### src/rtl/pipe_stage_reg.sv
// pipe_stage_reg: parametrised pipeline stage register with valid/ready handshake.
// Carries a packed DATA_W payload between CPU stages, with pause (freeze), flush
// (bubble insertion), an optional 2-entry skid buffer and a saturating stall counter.
//
// Ports:
//   clk_50MHz, rst (async, active-low)
//   pause, flush                      - stage control
//   in_valid / in_ready / in_data     - upstream handshake
//   out_valid / out_ready / out_data  - downstream handshake (out_data = BUBBLE when idle)
//   occupancy                         - entries held (0..2)
//   cnt_clr / stall_cnt               - saturating count of stalled upstream cycles
module pipe_stage_reg #(
  parameter int unsigned        DATA_W = 128,
  parameter logic [DATA_W-1:0]  BUBBLE = {DATA_W{1'b0}},
  parameter int unsigned        SKID   = 1,
  parameter int unsigned        CNT_W  = 16
) (
  input  logic              clk_50MHz,
  input  logic              rst,
  input  logic              pause,
  input  logic              flush,
  input  logic              in_valid,
  output logic              in_ready,
  input  logic [DATA_W-1:0] in_data,
  output logic              out_valid,
  input  logic              out_ready,
  output logic [DATA_W-1:0] out_data,
  output logic [1:0]        occupancy,
  input  logic              cnt_clr,
  output logic [CNT_W-1:0]  stall_cnt
);

  localparam bit HAS_SKID = (SKID != 0);

  logic              m_v_q, m_v_d;
  logic [DATA_W-1:0] m_d_q, m_d_d;
  logic              s_v_q, s_v_d;
  logic [DATA_W-1:0] s_d_q, s_d_d;
  logic [CNT_W-1:0]  stall_cnt_q, stall_cnt_d;
  logic              accept;
  logic              drain;

  // Handshake: with a skid entry in_ready depends only on local state.
  always_comb begin
    if (HAS_SKID) in_ready = ~s_v_q & ~pause;
    else          in_ready = (~m_v_q | out_ready) & ~pause;
    out_valid = m_v_q & ~pause;
    // Gated so a paused-but-full stage still presents BUBBLE while idle.
    out_data  = out_valid ? m_d_q : BUBBLE;
    accept    = in_valid & in_ready;
    drain     = out_valid & out_ready;
    occupancy = 2'(m_v_q) + 2'(s_v_q);
    stall_cnt = stall_cnt_q;
  end

  // Next state of main/skid entries; empty entries always hold BUBBLE.
  always_comb begin
    m_v_d = m_v_q;
    m_d_d = m_d_q;
    s_v_d = s_v_q;
    s_d_d = s_d_q;
    if (flush) begin
      // A drain this cycle completes downstream; an accept is dropped.
      m_v_d = 1'b0;
      m_d_d = BUBBLE;
      s_v_d = 1'b0;
      s_d_d = BUBBLE;
    end else if (pause) begin
      // Hold everything; handshakes are blocked so no transfer happens.
    end else if (HAS_SKID) begin
      if (drain && s_v_q) begin
        m_v_d = 1'b1;
        m_d_d = s_d_q;
        s_v_d = 1'b0;
        s_d_d = BUBBLE;
      end else if (drain) begin
        m_v_d = accept;
        m_d_d = accept ? in_data : BUBBLE;
      end else if (!m_v_q) begin
        if (accept) begin
          m_v_d = 1'b1;
          m_d_d = in_data;
        end
      end else if (accept) begin
        s_v_d = 1'b1;
        s_d_d = in_data;
      end
    end else begin
      if (accept) begin
        m_v_d = 1'b1;
        m_d_d = in_data;
      end else if (drain) begin
        m_v_d = 1'b0;
        m_d_d = BUBBLE;
      end
      s_v_d = 1'b0;
      s_d_d = BUBBLE;
    end
  end

  // Stall counter: clear wins, saturates at all-ones, unaffected by flush.
  always_comb begin
    stall_cnt_d = stall_cnt_q;
    if (cnt_clr) begin
      stall_cnt_d = '0;
    end else if (in_valid && !in_ready && !(&stall_cnt_q)) begin
      stall_cnt_d = stall_cnt_q + CNT_W'(1);
    end
  end

  // State registers.
  always_ff @(posedge clk_50MHz or negedge rst) begin
    if (!rst) begin
      m_v_q       <= 1'b0;
      m_d_q       <= BUBBLE;
      s_v_q       <= 1'b0;
      s_d_q       <= BUBBLE;
      stall_cnt_q <= '0;
    end else begin
      m_v_q       <= m_v_d;
      m_d_q       <= m_d_d;
      s_v_q       <= s_v_d;
      s_d_q       <= s_d_d;
      stall_cnt_q <= stall_cnt_d;
    end
  end

endmodule

### config.mk
export PLATFORM = sky130hd
export DESIGN_NAME = pipe_stage_reg
export DESIGN_NICKNAME = d
export VERILOG_FILES = /design/src/rtl/pipe_stage_reg.sv
export SDC_FILE = /design/constraint.sdc
export NUM_CORES = 1
export LEC_CHECK = 0
export CORE_AREA = 3 3 160 193
export CTS_CLUSTER_SIZE = 16
export DETAILED_ROUTE_END_ITERATION = 10
export DIE_AREA = 0 0 163 196
export PLACE_DENSITY_LB_ADDON = 0.15
export SLEW_MARGIN = 20
export SYNTH_ARGS = -nofsm -noshare
export SYNTH_HDL_FRONTEND = slang
export SYNTH_SLANG_ARGS = --single-unit
### constraint.sdc
create_clock -name clk_50MHz -period 2.13 [get_ports clk_50MHz]
set_input_delay 0.639 -clock clk_50MHz [delete_from_list [all_inputs] [get_ports clk_50MHz]]
set_output_delay 0.639 -clock clk_50MHz [all_outputs]
set_load 0.005 [all_outputs]
-- Yosys cells after proc, flatten, opt, wreduce, memory -nomap -nowiden
Cells that the tools add are included.
Widths: inputs -> output; s select.
- bits of input ports: 135
- output and inout port bits: 148
- register bits: 274
- logic and storage cells: 55
- bitwise operators: 6
- equal/unequal tests: 3
- reductions and logical operators: 12
- add/sub/neg operators: 2
- multiplexer cells: 27
- operator list (operator ; count):
    $mux 128 ; 13
    $mux 16 ; 2
    $add 16x1->16 const B ; 1
    $reduce_and 16->1 ; 1
    $mux 1 ; 12
    $reduce_bool 3->1 ; 2
    $and 1x1->1 ; 4
    $ne 4x2->1 const B ; 1
    $reduce_and 4->1 ; 1
    $reduce_bool 4->1 ; 1
    $logic_and 1x1->1 ; 3
    $ne 3x2->1 const B ; 1
    $reduce_and 3->1 ; 1
    $add 1x1->2 ; 1
    $logic_not 1->1 ; 2
    $ne 2x1->1 const B ; 1
    $not 1->1 ; 2
    $reduce_bool 2->1 ; 1

-- Depth between registers and ports, before layout
Gate-level depths: netlist of run 1.
- depth in word-level cells: 9
- depth in mapped cells: 6
- mapped depth without buffers: 5

-- Worst setup path before layout of run 1
OpenSTA, ideal clock, no wires.
- kind: input port to output port
- start point: in pause
- end point: out out_data[100]
- buffers on the path: 2
- arrival: 1.482 ns
- cell stages on the path: 4
- setup slack: 0.009 ns
- data required time: 1.491 ns
- path through: nor2b_1 -> clkbuf_1 -> clkbuf_1 -> and2_1
- word-level cells in the longest chain between the ends: 3
- ends and longest elaborated chain (what ; line ; source):
    start: declaration ; 20 ; input logic pause,
    $not 1->1 ; 47 ; out_valid = m_v_q & ~pause;
    $and 1x1->1 ; 47 ;
    $mux 128 ; 49 ; out_data = out_valid ? m_d_q : BUBBLE;
    end: declaration ; 27 ; output logic [DATA_W-1:0] out_data,
Every way passes these cells.

-- Worst setup path in the final report of run 1
- start point: reg m_v_q
- end point: out out_data[15]
- word-level cells in the longest chain between the ends: 2
- ends and longest elaborated chain (what ; line ; source):
    start: declaration ; 35 ; logic m_v_q, m_v_d;
    start signal: assignment ; 120 ; m_v_q <= m_v_d;
    $and 1x1->1 ; 47 ;
    $mux 128 ; 49 ;
Every way passes these cells.

==> results.toml, run 1 <==
[routing]
drt-total-wl_um = 41270
drtAntennaViolNets = 0
wl_per_cell_um = 20.65
first_iter_violations = 903
via_per_inst = 5.624
drc = 0
dr.pass1.iters = 5
dr_total_vias = 11237

[power_and_ir_drop]
p_int_mw = 9.464
p_sw_mw = 2.994
p_total_mw = 12.46
clkPwrFrac_pct = 41.5
p_leak_nw = 8.655
comb_power_share_pct = 13.2
seqPwrFrac_pct = 45.3
p_sw_share_pct = 24.03
peakVddDrop_v = 0.0005691
power_density_nw_per_um2 = 643.4

[synth]
synth.avg_cell_area_um2 = 10.40
yosysSeqAreaShare_pct = 52.58
async_flop_share_pct = 100.0
yosys_most_used_dff = "dfrtp_1"
yosys_warnings = 0
ys_types = 36
synth_common_cells = "dfrtp_1 (274), a21oi_1 (144), nand2_1 (136)"
synth-edff-count = 0
synth_top_cell_area_share_pct = 52.58
synth_area_um2 = 13040
synth_seq_cells = 274
synthesis.nets = 1391
synthCells = 1254
synth_area_leader_cell = "dfrtp_1"
synthTopCellsByArea = "dfrtp_1 (53%), mux2_2 (11%), a22o_1 (8.6%), and2_1 (6.1%), a21oi_1 (5.5%)"
synth_most_common_cell = "dfrtp_1"

[place]
place_inst = 1904
placed_area_um2 = 17240
dpl.hpwl_um = 25150
place_congestion = 0.8032
dpl_worst_slack_ps = -853.6
portBuffers = 282

[timing]
fin_crit_sh_pct = 116.1
slew_headroom_pct = 56.65
setup_ws_ps = -343.4
fin_setup_tns_ps = -35540
min_period_ps = 2473
rsz0062_at_grt = "yes"
final-setup-viol-count = 131
drv_slew = 0
tightest_slew_ps = 645.4
hold_ws_ps = 505.4
hold_viol = 0
fin_skew_ps = 9.929
fmax_mhz = 404.3

[finish]
final_util_pct = 66.93
fillers = 2168
final_cell_area_um2 = 19360
fin_nets = 1725
drive_gt1_share_pct = 36.02
syn_to_final_growth_pct = 48.47
final_cells = 1998

[global_routing]
gr-usage-all-layers_pct = 24.73
gr-total-overflow = 0
antenna_found_initial = 4
grt_pass1_vias = 11508
grt_max_degree = 77
grt_first_pass_wirelength_um = 64000

[floorplanning]
dieWidth_um = 163
io_pins = 283
rows = 68
core_um2 = 28930
dieHeight_um = 196
start_util_pct = 45.08
die-area_um2 = 31950

[cts]
cts.path.max_buffers = 3
htreeDepth = 1
clkTransAtPathRegs_ps = 60
cts-root-buf = "clkbuf_16"
cts_made_buffers = 29
cts_tree = "done"
clk_latency_ps = 550
clock-sinks = 274

[outcome]
status = "complete, but fails checks"
violations = "negative setup slack"

[worst_setup_path]
worstReg2RegStart = "m_v_q$_DFFE_PN0N_"
endpoint_kind = "output pin"
crit_type = "flop to output pin"
worstPathRequired_ps = 1490
crit_path_max_fanout = 6
startpoint_type = "flop"
crit_start = "m_v_q$_DFFE_PN0N_"
crit_arrival_ps = 1830

[hold_path]
hp-class = "flop to flop"
min_from = "m_d_q[75]$_DFFE_PN0P_"

[flow_run]
maxCapViolCount = 0
-- worst paths after layout --
kind,end,slack [ps],cells after the start
min in group asynchronous,m_d_q[51]$_DFFE_PN0P_,590,2
max,out_data[15],-340,6
max in group asynchronous,stall_cnt[10]$_DFFE_PN0P_,860,3
min reg2reg,m_d_q[75]$_DFFE_PN0P_,510,1
min,m_d_q[75]$_DFFE_PN0P_,510,1
max reg2reg,s_d_q[42]$_DFFE_PN0P_,80,9
-- cell families (layout without fill, tap and decap cells) --
group                      after synthesis  in the layout  share of synthesized area, %
AOI/OAI and AO/OA                      422            422                         20.18
adders and majority gates                2              2                        0.1919
buffers and inverters                  119            475                         3.646
DFF                                    274            274                         52.58
muxes                                  129            129                         11.14
other                                    0              3                             0
and+or+nand+nor                        308            308                         12.26
-- layer usage --
metal / up-vias / wire [µm] / GRT usage [%]
met5: - / 26 / 0
met4: 4 / 1079 / 7.584
met3: 71 / 2754 / 4.921
met2: 407 / 20460 / 40.94
met1: 5634 / 16950 / 32.89
li1: 5121 / - / -
-- cells in the final DEF, fill, tap and decap left out, types with 10 or more instances in the layout --
| cell type | n |
|---|---|
| mux2_2 | 128 |
| buf_6 | 139 |
| buf_12 | 51 |
| clkdlybuf4s50_1 | 142 |
| buf_4 | 58 |
| a22o_1 | 128 |
| a21oi_1 | 142 |
| and2_4 | 126 |
| nand2_1 | 136 |
| clkbuf_16 | 33 |
| o21ai_0 | 126 |
| o21ai_1 | 10 |
| dfrtp_1 | 270 |
-- what timing repair did --
item                                    in CTS  in global routing
pin swaps                                   75                 40
endpoints found under the hold margin       31                  0
hold buffers                                 1                  0
gates cloned                                11                  5
endpoints found under the setup margin     150                151
gates resized for setup                    725                103
setup buffers                               25                  6
-- sequential cells by signal, indices dropped and copies added (netlist names) --
| signal | count |
|---|---|
| m_v_q | 1 |
| m_d_q | 128 |
| s_d_q | 128 |
| s_v_q | 1 |
| stall_cnt | 16 |
-- area by class of cell --
cell class              count  area [µm²]  share of cell area, %
well taps                 385       481.7                  2.488
inverters                   2       7.507                0.03877
clock inverters            10       131.4                 0.6786
diodes                      3       7.507                0.03877
repair buffers            420        4954                  25.58
multi-input cells         861        6080                  31.40
flip-flops and latches    274        6862                  35.44
clock buffers              43       838.3                  4.330
-- power by group through the flow --
stage                     Clock [mW]  Sequential, mW  Combinational, mW
after floorplan                    0            5.64              0.650
after global placement             0            5.71               1.47
after detailed placement           0            5.70               1.49
after CTS                       5.28            5.63               1.63
after global routing            5.51            5.66               1.78
final                           5.17            5.64               1.65
-- worst max-delay path, stage by stage, from the launching register on --
cell and delay [ps]:
dfrtp_1 350, nor2b_4 260, buf_12 150, buf_12 140, buf_16 130, and2_4 150, buf_6 90
(Power assumes the default switching activity.)
==> run 2, diff against run 1 <==
Settings changed: PLACE_DENSITY set to 0.81, PLACE_DENSITY_LB_ADDON 0.15 to not set.
==> run 2 against run 1 <==
Compared with the run above: the flow still finishes with violations (negative setup slack); non-clock buffer count up 19; critical path depth increased by 1; via count is 5.6% higher; power fell by 1.6%; sequential power is essentially flat; cell area shrank 1.8%; clock skew is 9.8 ps higher; global-route usage increased by 0.52 points; critical path type unchanged; critical endpoint is now out_data[119].
==> results.toml, run 2 (synthesized netlist as in run 1, its figures left out) <==
[outcome]
status = "complete, but fails checks"
violations = "negative setup slack"

[power_and_ir_drop]
p_leak_nw = 8.631
p_sw_share_pct = 24.88
p_int_mw = 9.212
p_sw_mw = 3.051
clkPwrFrac_pct = 40.2
seqPwrFrac_pct = 46.0
power_density_nw_per_um2 = 644.7
peakVddDrop_v = 0.0004506
comb_power_share_pct = 13.8

[global_routing]
antenna_found_initial = 3
grt_pass1_vias = 12014
grt_first_pass_wirelength_um = 65370
gr-usage-all-layers_pct = 25.25
gr-total-overflow = 0
grt_max_degree = 70

[finish]
final_cell_area_um2 = 19020
final_util_pct = 65.76
layout_commonest_cell = "dfrtp_1"
final_cell_mix = "dfrtp_1 (273), clkdlybuf4s50_1 (147), a21oi_1 (142)"
syn_to_final_growth_pct = 45.87
fillers = 2090
fin_nets = 1744
seqCellArea_um2 = 6858
multi_input_area_um2 = 5932
drive_gt1_share_pct = 32.33

[floorplanning]
start_util_pct = 45.08
dieWidth_um = 163
core_um2 = 28930
rows = 68
die-area_um2 = 31950
io_pins = 283
dieHeight_um = 196

[timing]
tightest_slew_ps = 657.6
hold_viol = 0
drv_slew = 0
hold_ws_ps = 25.95
final-setup-viol-count = 272
setup_ws_ps = -644.4
fin_crit_sh_pct = 130.3
fmax_mhz = 360.4
fin_skew_ps = 19.69
slew_headroom_pct = 55.83
min_period_ps = 2774
rsz0062_at_grt = "yes"

[place]
portBuffers = 282
place_congestion = 0.8307
placed_area_um2 = 17210
dpl.hpwl_um = 26010

[cts]
clk_latency_ps = 550
cts_tree = "done"
clkTransAtPathRegs_ps = 60
cts_made_buffers = 29
cts.path.max_buffers = 3
clock-sinks = 274
hold_buffers = 0
cts-root-buf = "clkbuf_16"
htreeDepth = 1

[routing]
drtAntennaViolNets = 0
dr.pass1.iters = 5
wl_per_cell_um = 22.51
drt-total-wl_um = 45330
drc = 0
dr_total_vias = 11870
via_per_inst = 5.894
first_iter_violations = 986

[worst_setup_path]
startpoint_type = "flop"
crit_path_max_fanout = 8
reg2reg_depth = 11
crit_type = "flop to output pin"
endpoint_kind = "output pin"
worstPathRequired_ps = 1490
crit_arrival_ps = 2140

[hold_path]
hp-class = "input pin to asynchronous set/reset pin"

[flow_run]
maxCapViolCount = 0
[run 2: cell types whose count changed in the layout (fill, tap and decap cells not counted), sizes merged]
cell | before | now
buf | 265 | 204
bufinv | 3 | 1
clkbuf | 47 | 98
clkdlybuf4s15 | 1 | 22
clkdlybuf4s50 | 142 | 147
clkinv | 5 | 6
clkinvlp | 1 | 2
diode | 3 | 2
dlygate4sd2 | 6 | 1
dlygate4sd3 | 1 | 0
dlymetal6s2s | 1 | 9
inv | 3 | 2
[run 2: routing by layer]
layer / share of wire (%) / global-route usage, %
met3: 7.3 / 4.118
met4: 5.2 / 9.903
met2: 50 / 43.70
met1: 37 / 31.58
met5: 0 / 0
[run 2: stage by stage]
| stage | cells | setup WS (ps) | setup TNS, ps | total power [mW] |
|---|---|---|---|---|
| floorplan | 1254 | 8.896 | 0 | 6.287 |
| global placement | 1902 | -791.1 | -230700 | 7.162 |
| detailed placement | 1902 | -822.8 | -238720 | 7.216 |
| CTS | 1972 | -694.8 | -80180 | 12.18 |
| global route | 2014 | -688.7 | -98520 | 12.67 |
| finish | 2014 | -644.4 | -79290 | 12.26 |
[run 2: what timing repair did]
action,4_1_cts,5_1_grt
gates resized for setup,235,292
pin swaps,6,19
cloned,7,14
endpoints found under the setup margin,275,281
setup buffers,12,31
[run 2: power groups by stage]
stage                     sequential (mW)  combinational [mW]  clock, mW
after CTS                            5.63                1.59       4.97
after floorplan                      5.64               0.650          0
final                                5.65                1.69       4.92
after global placement               5.71                1.46          0
after detailed placement             5.72                1.50          0
after global routing                 5.66                1.81       5.20
[run 2: final cells by class]
class / count / share of cell area [%]
diodes: 2 / 0.02631
clock buffers: 42 / 4.387
clock inverters: 9 / 0.3947
inverters: 2 / 0.03947
multi-input cells: 861 / 31.18
flip-flops and latches: 274 / 36.05
well taps: 385 / 2.532
repair buffers: 439 / 25.38
[run 2: worst paths after layout]
| kind | start | to | slack (ps) |
|---|---|---|---|
| setup / recovery | m_v_q$_DFFE_PN0N_ | out_data[119] | -640 |
| hold / removal | rst | s_d_q[32]$_DFFE_PN0P_ | 30 |
| setup reg to reg | m_v_q$_DFFE_PN0N_ | s_d_q[74]$_DFFE_PN0P_ | -240 |
| hold reg to reg | m_d_q[77]$_DFFE_PN0P_ | m_d_q[77]$_DFFE_PN0P_ | 500 |
| max in group asynchronous | rst | s_d_q[78]$_DFFE_PN0P_ | 1490 |
| min in group clk_50MHz | m_d_q[77]$_DFFE_PN0P_ | m_d_q[77]$_DFFE_PN0P_ | 500 |
[run 2: critical path, cell delays in order (launching register included)]
cell	delay, ps
dfrtp_1	400
nor2b_4	240
buf_12	170
buf_4	130
clkbuf_16	150
buf_4	140
and2_1	130
clkdlybuf4s15_2	230
